`src/rtl/wu_fetch_cntl_pkg.sv`:
```
`default_nettype none
// ============================================================================
//  Module   : wu_fetch_cntl_pkg
//  Brief    : Shared types and constants for the WU instruction fetch block.
//  Revision : 1.0 - initial release
// ============================================================================
package wu_fetch_cntl_pkg;

    localparam int WUF_CREDITS = 4;
    localparam int WUF_MEM_LAT = 2;
    localparam int WUF_STATE_W = 2;
    localparam int WUF_CNT_W   = $clog2(WUF_CREDITS + 1);

    typedef enum logic [WUF_STATE_W-1:0] {
        WUF_STATE_IDLE  = 2'd0,
        WUF_STATE_FETCH = 2'd1,
        WUF_STATE_DRAIN = 2'd2
    } wuf_state_e;

    typedef struct packed {
        logic issued;
        logic stale;
    } wuf_tag_t;

    // A tag only produces a drop when it carries a real read that went stale.
    function automatic logic wuf_tag_drop(input wuf_tag_t tag);
        return tag.issued & tag.stale;
    endfunction

endpackage
`default_nettype wire

```
`src/rtl/wu_fetch_cntl_if.sv`:
```
`default_nettype none
// ============================================================================
//  Module   : wu_fetch_cntl_if
//  Brief    : Start/memory/decoder/status signals of the WU fetch controller.
//  Revision : 1.0 - initial release
// ============================================================================
interface wu_fetch_cntl_if #(
    parameter int ADDR_W = 12
);
    logic              sys__wuf__start;
    logic [ADDR_W-1:0] sys__wuf__start_addr;
    logic [ADDR_W-1:0] wuf__wum__addr;
    logic              wuf__wum__read;
    logic              wud__wuf__credit;
    logic              wud__wuf__jump_valid;
    logic [ADDR_W-1:0] wud__wuf__jump_addr;
    logic              wud__wuf__halt;
    logic              wuf__wud__drop;
    logic              wuf__sys__busy;
    logic              wuf__sys__done;

    // Fetch controller side.
    modport master (
        input  sys__wuf__start, sys__wuf__start_addr,
        input  wud__wuf__credit, wud__wuf__jump_valid, wud__wuf__jump_addr, wud__wuf__halt,
        output wuf__wum__addr, wuf__wum__read, wuf__wud__drop,
        output wuf__sys__busy, wuf__sys__done
    );

    // System / memory / decoder side.
    modport slave (
        output sys__wuf__start, sys__wuf__start_addr,
        output wud__wuf__credit, wud__wuf__jump_valid, wud__wuf__jump_addr, wud__wuf__halt,
        input  wuf__wum__addr, wuf__wum__read, wuf__wud__drop,
        input  wuf__sys__busy, wuf__sys__done
    );
endinterface
`default_nettype wire

```
`src/rtl/wu_fetch_cntl_tag_pipe.sv`:
```
`default_nettype none
// ============================================================================
//  Module   : wu_fetch_tag_pipe
//  Brief    : Tracks in-flight memory reads; flags entries made stale by a redirect.
//  Revision : 1.0 - initial release
// ============================================================================
module wu_fetch_tag_pipe
    import wu_fetch_cntl_pkg::*;
#(
    parameter int MEM_LAT = WUF_MEM_LAT
) (
    input  wire  clk,
    input  wire  rst,
    input  wire  i_issue,
    input  wire  i_flush,
    output logic o_drop,
    output logic o_auto_credit
);

    logic [MEM_LAT-1:0] r_issued;
    logic [MEM_LAT-1:0] r_stale;
    wuf_tag_t           w_head;

    // Stage 0 is fed by the registered read strobe, so the read presented to
    // memory in the redirect cycle is marked along with everything behind it.
    always_ff @(posedge clk) begin
        if (rst) begin
            r_issued <= '0;
            r_stale  <= '0;
        end else begin
            r_issued[0] <= i_issue;
            r_stale[0]  <= i_flush;
            for (int k = 1; k < MEM_LAT; k++) begin
                r_issued[k] <= r_issued[k-1];
                r_stale[k]  <= r_stale[k-1] | i_flush;
            end
        end
    end

    assign w_head        = '{issued: r_issued[MEM_LAT-1], stale: r_stale[MEM_LAT-1]};
    assign o_drop        = wuf_tag_drop(w_head);
    assign o_auto_credit = wuf_tag_drop(w_head);

endmodule
`default_nettype wire

```
`src/rtl/wu_fetch_cntl.sv`:
```
`default_nettype none
// ============================================================================
//  Module   : wu_fetch_cntl
//  Brief    : Credit-limited WU instruction fetch sequencer with jump/halt redirect.
//  Revision : 1.0 - initial release
// ============================================================================
module wu_fetch_cntl
    import wu_fetch_cntl_pkg::*;
#(
    parameter int ADDR_W  = 12,
    parameter int CREDITS = WUF_CREDITS,
    parameter int MEM_LAT = WUF_MEM_LAT
) (
    input  wire             clk,
    input  wire             reset_poweron,
    wu_fetch_cntl_if.master bus
);

    localparam int                 c_CNT_W       = $clog2(CREDITS + 1);
    localparam logic [c_CNT_W-1:0] c_CREDITS_MAX = c_CNT_W'(CREDITS);

    wuf_state_e          r_state;
    wuf_state_e          w_state_nxt;
    logic [ADDR_W-1:0]   r_pc;
    logic [ADDR_W-1:0]   w_pc_nxt;
    logic [ADDR_W-1:0]   r_addr;
    logic                r_read;
    logic                r_done;
    logic                w_issue;
    logic                w_flush;
    logic                w_done_nxt;
    logic                w_credit_eff;
    logic                w_auto_credit;
    logic                w_drop;
    logic [c_CNT_W-1:0]  r_in_flight;
    logic [c_CNT_W-1:0]  w_in_flight_nxt;

    always_ff @(posedge clk) begin
        if (reset_poweron) begin
            r_state     <= WUF_STATE_IDLE;
            r_pc        <= '0;
            r_addr      <= '0;
            r_read      <= 1'b0;
            r_done      <= 1'b0;
            r_in_flight <= '0;
        end else begin
            r_state     <= w_state_nxt;
            r_pc        <= w_pc_nxt;
            r_read      <= w_issue;
            r_done      <= w_done_nxt;
            r_in_flight <= w_in_flight_nxt;
            if (w_issue) begin
                r_addr <= r_pc;
            end
        end
    end

    // Halt takes priority over jump; both suppress the issue slot of their cycle.
    always_comb begin
        w_state_nxt = r_state;
        w_pc_nxt    = r_pc;
        w_issue     = 1'b0;
        w_flush     = 1'b0;
        w_done_nxt  = 1'b0;
        case (r_state)
            WUF_STATE_IDLE: begin
                if (bus.sys__wuf__start) begin
                    w_state_nxt = WUF_STATE_FETCH;
                    w_pc_nxt    = bus.sys__wuf__start_addr;
                end
            end
            WUF_STATE_FETCH: begin
                if (bus.wud__wuf__halt) begin
                    w_flush     = 1'b1;
                    w_state_nxt = WUF_STATE_DRAIN;
                end else if (bus.wud__wuf__jump_valid) begin
                    w_flush  = 1'b1;
                    w_pc_nxt = bus.wud__wuf__jump_addr;
                end else if (r_in_flight < c_CREDITS_MAX) begin
                    w_issue  = 1'b1;
                    w_pc_nxt = r_pc + 1'b1;
                end
            end
            WUF_STATE_DRAIN: begin
                if (r_in_flight == '0) begin
                    w_state_nxt = WUF_STATE_IDLE;
                    w_done_nxt  = 1'b1;
                end
            end
            default: begin
                w_state_nxt = WUF_STATE_IDLE;
            end
        endcase
    end

    // A decoder credit with nothing outstanding is a protocol error and is ignored.
    assign w_credit_eff    = bus.wud__wuf__credit & (r_in_flight != '0);
    assign w_in_flight_nxt = r_in_flight + c_CNT_W'(w_issue)
                           - c_CNT_W'(w_credit_eff) - c_CNT_W'(w_auto_credit);

    wu_fetch_tag_pipe #(
        .MEM_LAT (MEM_LAT)
    ) u_tag_pipe (
        .clk           (clk),
        .rst           (reset_poweron),
        .i_issue       (r_read),
        .i_flush       (w_flush),
        .o_drop        (w_drop),
        .o_auto_credit (w_auto_credit)
    );

    assign bus.wuf__wum__addr = r_addr;
    assign bus.wuf__wum__read = r_read;
    assign bus.wuf__wud__drop = w_drop;
    assign bus.wuf__sys__busy = (r_state != WUF_STATE_IDLE);
    assign bus.wuf__sys__done = r_done;

    a_no_credit_underflow : assert property (
        @(posedge clk) disable iff (reset_poweron)
        !(bus.wud__wuf__credit && (r_in_flight == '0))
    );

endmodule
`default_nettype wire

```
`src/flat_wrapper.sv`:
```
// flat-port wrapper written by rule: the top's interface ports become plain ports
module wu_fetch_cntl_flat import wu_fetch_cntl_pkg::*;
#(
    parameter int ADDR_W  = 12,
    parameter int CREDITS = WUF_CREDITS,
    parameter int MEM_LAT = WUF_MEM_LAT
)
  (clk, reset_poweron, bus_sys__wuf__start, bus_sys__wuf__start_addr, bus_wud__wuf__credit, bus_wud__wuf__jump_valid, bus_wud__wuf__jump_addr, bus_wud__wuf__halt, bus_wuf__wum__addr, bus_wuf__wum__read, bus_wuf__wud__drop, bus_wuf__sys__busy, bus_wuf__sys__done);
  wu_fetch_cntl_if #(.ADDR_W(ADDR_W)) bus_i ();
  input  wire clk;
  input  wire reset_poweron;
  input wire logic [$bits(bus_i.sys__wuf__start)-1:0] bus_sys__wuf__start;
  input wire logic [$bits(bus_i.sys__wuf__start_addr)-1:0] bus_sys__wuf__start_addr;
  input wire logic [$bits(bus_i.wud__wuf__credit)-1:0] bus_wud__wuf__credit;
  input wire logic [$bits(bus_i.wud__wuf__jump_valid)-1:0] bus_wud__wuf__jump_valid;
  input wire logic [$bits(bus_i.wud__wuf__jump_addr)-1:0] bus_wud__wuf__jump_addr;
  input wire logic [$bits(bus_i.wud__wuf__halt)-1:0] bus_wud__wuf__halt;
  output wire logic [$bits(bus_i.wuf__wum__addr)-1:0] bus_wuf__wum__addr;
  output wire logic [$bits(bus_i.wuf__wum__read)-1:0] bus_wuf__wum__read;
  output wire logic [$bits(bus_i.wuf__wud__drop)-1:0] bus_wuf__wud__drop;
  output wire logic [$bits(bus_i.wuf__sys__busy)-1:0] bus_wuf__sys__busy;
  output wire logic [$bits(bus_i.wuf__sys__done)-1:0] bus_wuf__sys__done;
  assign bus_i.sys__wuf__start = bus_sys__wuf__start;
  assign bus_i.sys__wuf__start_addr = bus_sys__wuf__start_addr;
  assign bus_i.wud__wuf__credit = bus_wud__wuf__credit;
  assign bus_i.wud__wuf__jump_valid = bus_wud__wuf__jump_valid;
  assign bus_i.wud__wuf__jump_addr = bus_wud__wuf__jump_addr;
  assign bus_i.wud__wuf__halt = bus_wud__wuf__halt;
  assign bus_wuf__wum__addr = bus_i.wuf__wum__addr;
  assign bus_wuf__wum__read = bus_i.wuf__wum__read;
  assign bus_wuf__wud__drop = bus_i.wuf__wud__drop;
  assign bus_wuf__sys__busy = bus_i.wuf__sys__busy;
  assign bus_wuf__sys__done = bus_i.wuf__sys__done;
  wu_fetch_cntl #(.ADDR_W(ADDR_W), .CREDITS(CREDITS), .MEM_LAT(MEM_LAT)) u_core (.clk(clk), .reset_poweron(reset_poweron), .bus(bus_i));
endmodule
```
`config.mk`:
```
export PLATFORM = sky130hd
export DESIGN_NAME = wu_fetch_cntl_flat
export DESIGN_NICKNAME = d
export VERILOG_FILES = /design/src/rtl/wu_fetch_cntl_pkg.sv /design/src/rtl/wu_fetch_cntl_if.sv /design/src/rtl/wu_fetch_cntl_tag_pipe.sv /design/src/rtl/wu_fetch_cntl.sv /design/src/flat_wrapper.sv
export SDC_FILE = /design/constraint.sdc
export NUM_CORES = 1
export LEC_CHECK = 0
export BUFFER_PORTS_ARGS = -buffer_cell sky130_fd_sc_hd__buf_2
export CAP_MARGIN = 20
export CORE_MARGIN = 10
export CORE_UTILIZATION = 45
export DETAILED_ROUTE_END_ITERATION = 8
export GPL_TIMING_DRIVEN = 0
export PLACE_DENSITY = 0.69
export SETUP_SLACK_MARGIN = 0.5
export SYNTH_ARGS = -nofsm -noshare
export SYNTH_HDL_FRONTEND = slang
export SYNTH_SLANG_ARGS = --single-unit
export TNS_END_PERCENT = 5
```
`constraint.sdc`:
```
create_clock -name clk -period 3.19 [get_ports clk]
set_clock_uncertainty 0.05 [all_clocks]
set_input_delay 0 -clock clk [delete_from_list [all_inputs] [get_ports clk]]
set_output_delay 0 -clock clk [all_outputs]
set_load 0.01 [all_outputs]
```
==> results summary <==
The die is 84.2 um wide. For this design the ratio of total power to cell area is 566 mW/mm^2. The largest fanout of any net on the critical path is 5. The share of async-settable or async-resettable flops after synthesis came out at 0%.

The clock latency at the later pin of the worst-skew pair came out at 0.29 ns. The H-tree generated during clock tree synthesis spans 2 levels. The critical path start-end classification is register to register. After detailed routing, the average wire length per cell comes to 14.4 um. The worst path setup slack after routing came out at 0.948 ns. The number of nets handed over by synthesis was 244. The Yosys warning count came out at 0. The count of TritonRoute iterations in the first routing pass is 4. The data arrival time at the worst-slack endpoint came out at 2.36 ns. Counting flops and latches in the post-synthesis netlist gives 35.

The sequential-to-total area share from yosys stat came out at 37.7%. The number of antenna violations at the first check in global routing came out at 0. The number of DRC violations after detailed-routing iteration 0 came out at 102. The remaining antenna violation count came out at 0. The tightest min-delay check is of the primary input to register type.

The final-report max-slew violation count is 0. STA classifies the critical path startpoint as a register. The floorplan row count came out at 23. Of the available clock period, the critical path in the final layout requires 70.3%. The achievable clock frequency is 0.446 GHz. The number of synthesized flops with an enable pin came out at 0. The count of nets after finishing came out at 302. Setup repair after global routing left no endpoint under its margin. The sum of overflow across all layers after global routing is 0. The summed instance area of the synthesized netlist came out at 0.00186 mm^2.

Cells with a size suffix above 1 make up 27.2% of the layout. The headroom to the max-slew limit came out at 53.1%. The share of total power in combinational logic came out at 23.9%. The clock slew at the register clock pins of the worst setup and hold paths came out at 0.08 ns.

The power spent charging and discharging nets is 387 uW. The number of setup violations in the final report came out at 0. For the pin with the worst max-slew slack, the measured transition is 0.703 ns. The mean cell area of the mapped netlist is 8.88 um^2. The area enclosed by the die boundary came out at 0.00710 mm^2. The overall fraction of global-route tracks in use is 13.3%. The global-route wire length before repair is 7820 um. The count of distinct cell types in the synthesized netlist is 44. The most numerous cell type found on the critical path is ha_1. Once layout is complete, the utilization of the core stands at 58.6%. The maximum ir drop on the vdd rail is 0.270 mV. The via total after detailed routing is 1616. TritonCTS built the clock tree.

The number of antenna diodes is 0. The synthesized instance count came out at 209. The clock net sink count came out at 35. The category of the worst setup path capture point is a register.

The switching power as a share of total power came out at 29.1%. The number of buffers and inverters on the critical path is 0. The number of hold-slack violations in the final timing report is 0. Data on the critical path is required at its endpoint by 3.31 ns. The leakage power figure is 0.000992 uW. The per-cell via count in the routed design came out at 5.08. Final hold analysis gives a worst-case slack of 0.00842 ns. Clock tree synthesis selected as its root buffer the cell clkbuf_8. The pre-CTS worst setup slack came out at 0.967 ns. The area inside the core boundary is 0.00400 mm^2. The starting utilization of the core area is 46.4%. The kind of cell with the highest combined delay along the critical path is adder cells. The CTS buffer count is 5.

In this run, the clock network consumes 36.0% of the power. The internal power component came out at 942 uW. Entering global routing, the biggest net connects 13 pins. The number of setup buffers added after CTS is 0.

The final period demand of the worst path came out at 2.24 ns. The area growth from synthesis to final layout came out at 26.3%. Traced cell by cell, the critical path runs through or3_1 -> nand2_1 -> fa_1 -> ha_1 -> ha_1 -> xor2_1 -> xnor2_1 -> nor2_1. The number of top-level pins is 46.

The flow ran to the end, and the final reports show no timing, DRC or antenna violations. The buffer levels on the longest clock path is 2. The remaining routing DRC violations is 0. The height of the die is 84.2 um. The setup TNS after final layout is 0 ns. The largest individual stage delay along the critical path comes from the cell fa_1. The count of input and output buffers is 44. The sequential group share of total power is 40.1%. The detailed placer's ending HPWL came out at 3390 um. The most frequently used flop master after synthesis is dfxtp_1. The number of global-route vias before repair came out at 1630.

The count of filler cells inserted in the layout came out at 374. The tool flagged a number of max-cap violations equal to 0. The total length of routed wires came out at 4580 um. The routability congestion estimate is 0.812. The delay of the slowest cell on the worst path came out at 0.42 ns.
worst register-to-register path, delay by kind of cell (launching register included):
kind	cells	cell delay, ns
adder cells (fa/ha/maj)	3	0.80
AND/OR/NAND/NOR	3	0.56
flip-flops	1	0.39
XOR/XNOR	2	0.31
logic make-up after synthesis:
| family | share of synthesized area, % |
|---|---|
| muxes | 7.01 |
| adders and majority gates | 3.77 |
| DFF | 37.7 |
| AOI/OAI and AO/OA | 15.8 |
| and+or+nand+nor | 25.9 |
| buffers and inverters | 5.59 |
| xor gates and xnor gates | 4.24 |
sequential cells by signal, indices dropped and copies added (netlist names):
register / cells
u_core.r_in_flight: 3
u_core.r_state: 2
u_core.r_pc: 12
u_core.u_tag_pipe.r_issued: 2
u_core.bus.wuf__wum__read: 1
u_core.u_tag_pipe.r_stale: 2
u_core.bus.wuf__sys__done: 1
u_core.bus.wuf__wum__addr: 12
what timing repair did:
| item | in CTS | in global routing |
|---|---|---|
| hold buffers | 7 | 0 |
| resized for setup | 0 | 0 |
| endpoints found under the hold margin | 10 | 0 |
power groups by stage:
| stage | logic [uW] | registers [uW] | clock network (uW) |
|---|---|---|---|
| floorplan | 233 | 532 | 0 |
| global placement | 304 | 543 | 0 |
| detailed placement | 312 | 544 | 0 |
| CTS | 322 | 533 | 485 |
| global route | 364 | 541 | 500 |
| finish | 317 | 533 | 478 |
metrics by stage:
stage | total power (uW) | cell area [um^2] | instances
after detailed placement | 857 | 2140 | 303
after CTS | 1340 | 2350 | 318
after global placement | 848 | 2140 | 303
after floorplan | 765 | 1860 | 209
after global routing | 1410 | 2350 | 318
final | 1330 | 2350 | 318
metal layers:
layer / routed length (um) / vias to the layer above / track usage [%]
li1: - / 838 / -
met1: 2130 / 734 / 16.4
met2: 2060 / 38 / 20.3
met3: 314 / 6 / 5.31
met4: 71 / 0 / 4.57
met5: 0 / - / 0
Yosys cell counts (2+ instances only):
| cell type | n | area share [%] |
|---|---|---|
| a311oi_2 | 4 | 3.2 |
| nor3_2 | 3 | 1.6 |
| nor3_1 | 3 | 0.81 |
| a21oi_1 | 11 | 3.0 |
| a211oi_2 | 3 | 2.0 |
| xor2_1 | 4 | 1.9 |
| nand3_1 | 8 | 2.2 |
| o311ai_1 | 2 | 0.94 |
| or2_1 | 3 | 1.0 |
| nand4_1 | 2 | 0.67 |
| clkbuf_1 | 7 | 1.4 |
| o21ai_0 | 5 | 1.3 |
| dfxtp_1 | 35 | 38 |
| xnor2_1 | 5 | 2.4 |
| ha_1 | 4 | 2.7 |
| nor2_1 | 23 | 4.6 |
| o211ai_1 | 5 | 2.0 |
| nand2b_1 | 4 | 1.3 |
| o21ai_1 | 4 | 1.1 |
| mux2i_1 | 13 | 7.0 |
| nand3b_1 | 3 | 1.2 |
| inv_1 | 8 | 1.6 |
| buf_2 | 2 | 0.54 |
| nand2_1 | 22 | 4.4 |
| nor2b_1 | 7 | 2.4 |
final cells by class:
cell class | instances | area (um^2) | area share, %
Timing Repair Buffer | 51 | 290 | 12.4
Buffer | 13 | 73.8 | 3.15
Sequential cell | 35 | 701 | 29.9
Tap cell | 50 | 62.6 | 2.67
Multi-Input combinational cell | 153 | 1050 | 44.9
Clock inverter | 3 | 67.6 | 2.88
Inverter | 8 | 30.0 | 1.28
Clock buffer | 5 | 68.8 | 2.93
layout by cell type, fill, tap and decap left out, types with 4 or more instances in the layout:
cell	synthesis	layout
a21oi_1	11	11
o21ai_0	5	5
a311oi_2	4	4
xnor2_1	5	5
dlygate4sd3_1	0	7
nor2b_1	7	7
nor2_1	23	23
clkbuf_8	0	5
inv_1	8	8
buf_2	2	46
dfxtp_1	35	35
xor2_1	4	4
o211ai_1	5	5
o21ai_1	4	4
nand2_1	22	22
ha_1	4	4
mux2i_1	13	13
nand2b_1	4	4
nand3_1	8	8
clkbuf_1	7	7
final timing paths:
kind                                     start                           end  slack [ns]  cells past startpoint
setup / recovery         u_core.r_in_flight[2]         u_core.r_in_flight[2]        0.95                      8
hold / removal     bus_sys__wuf__start_addr[0]                u_core.r_pc[0]       0.008                      5
setup reg to reg         u_core.r_in_flight[2]         u_core.r_in_flight[2]        0.95                      8
hold reg to reg   u_core.u_tag_pipe.r_stale[0]  u_core.u_tag_pipe.r_stale[1]        0.39                      1
Power figures use the tool's default switching activity.
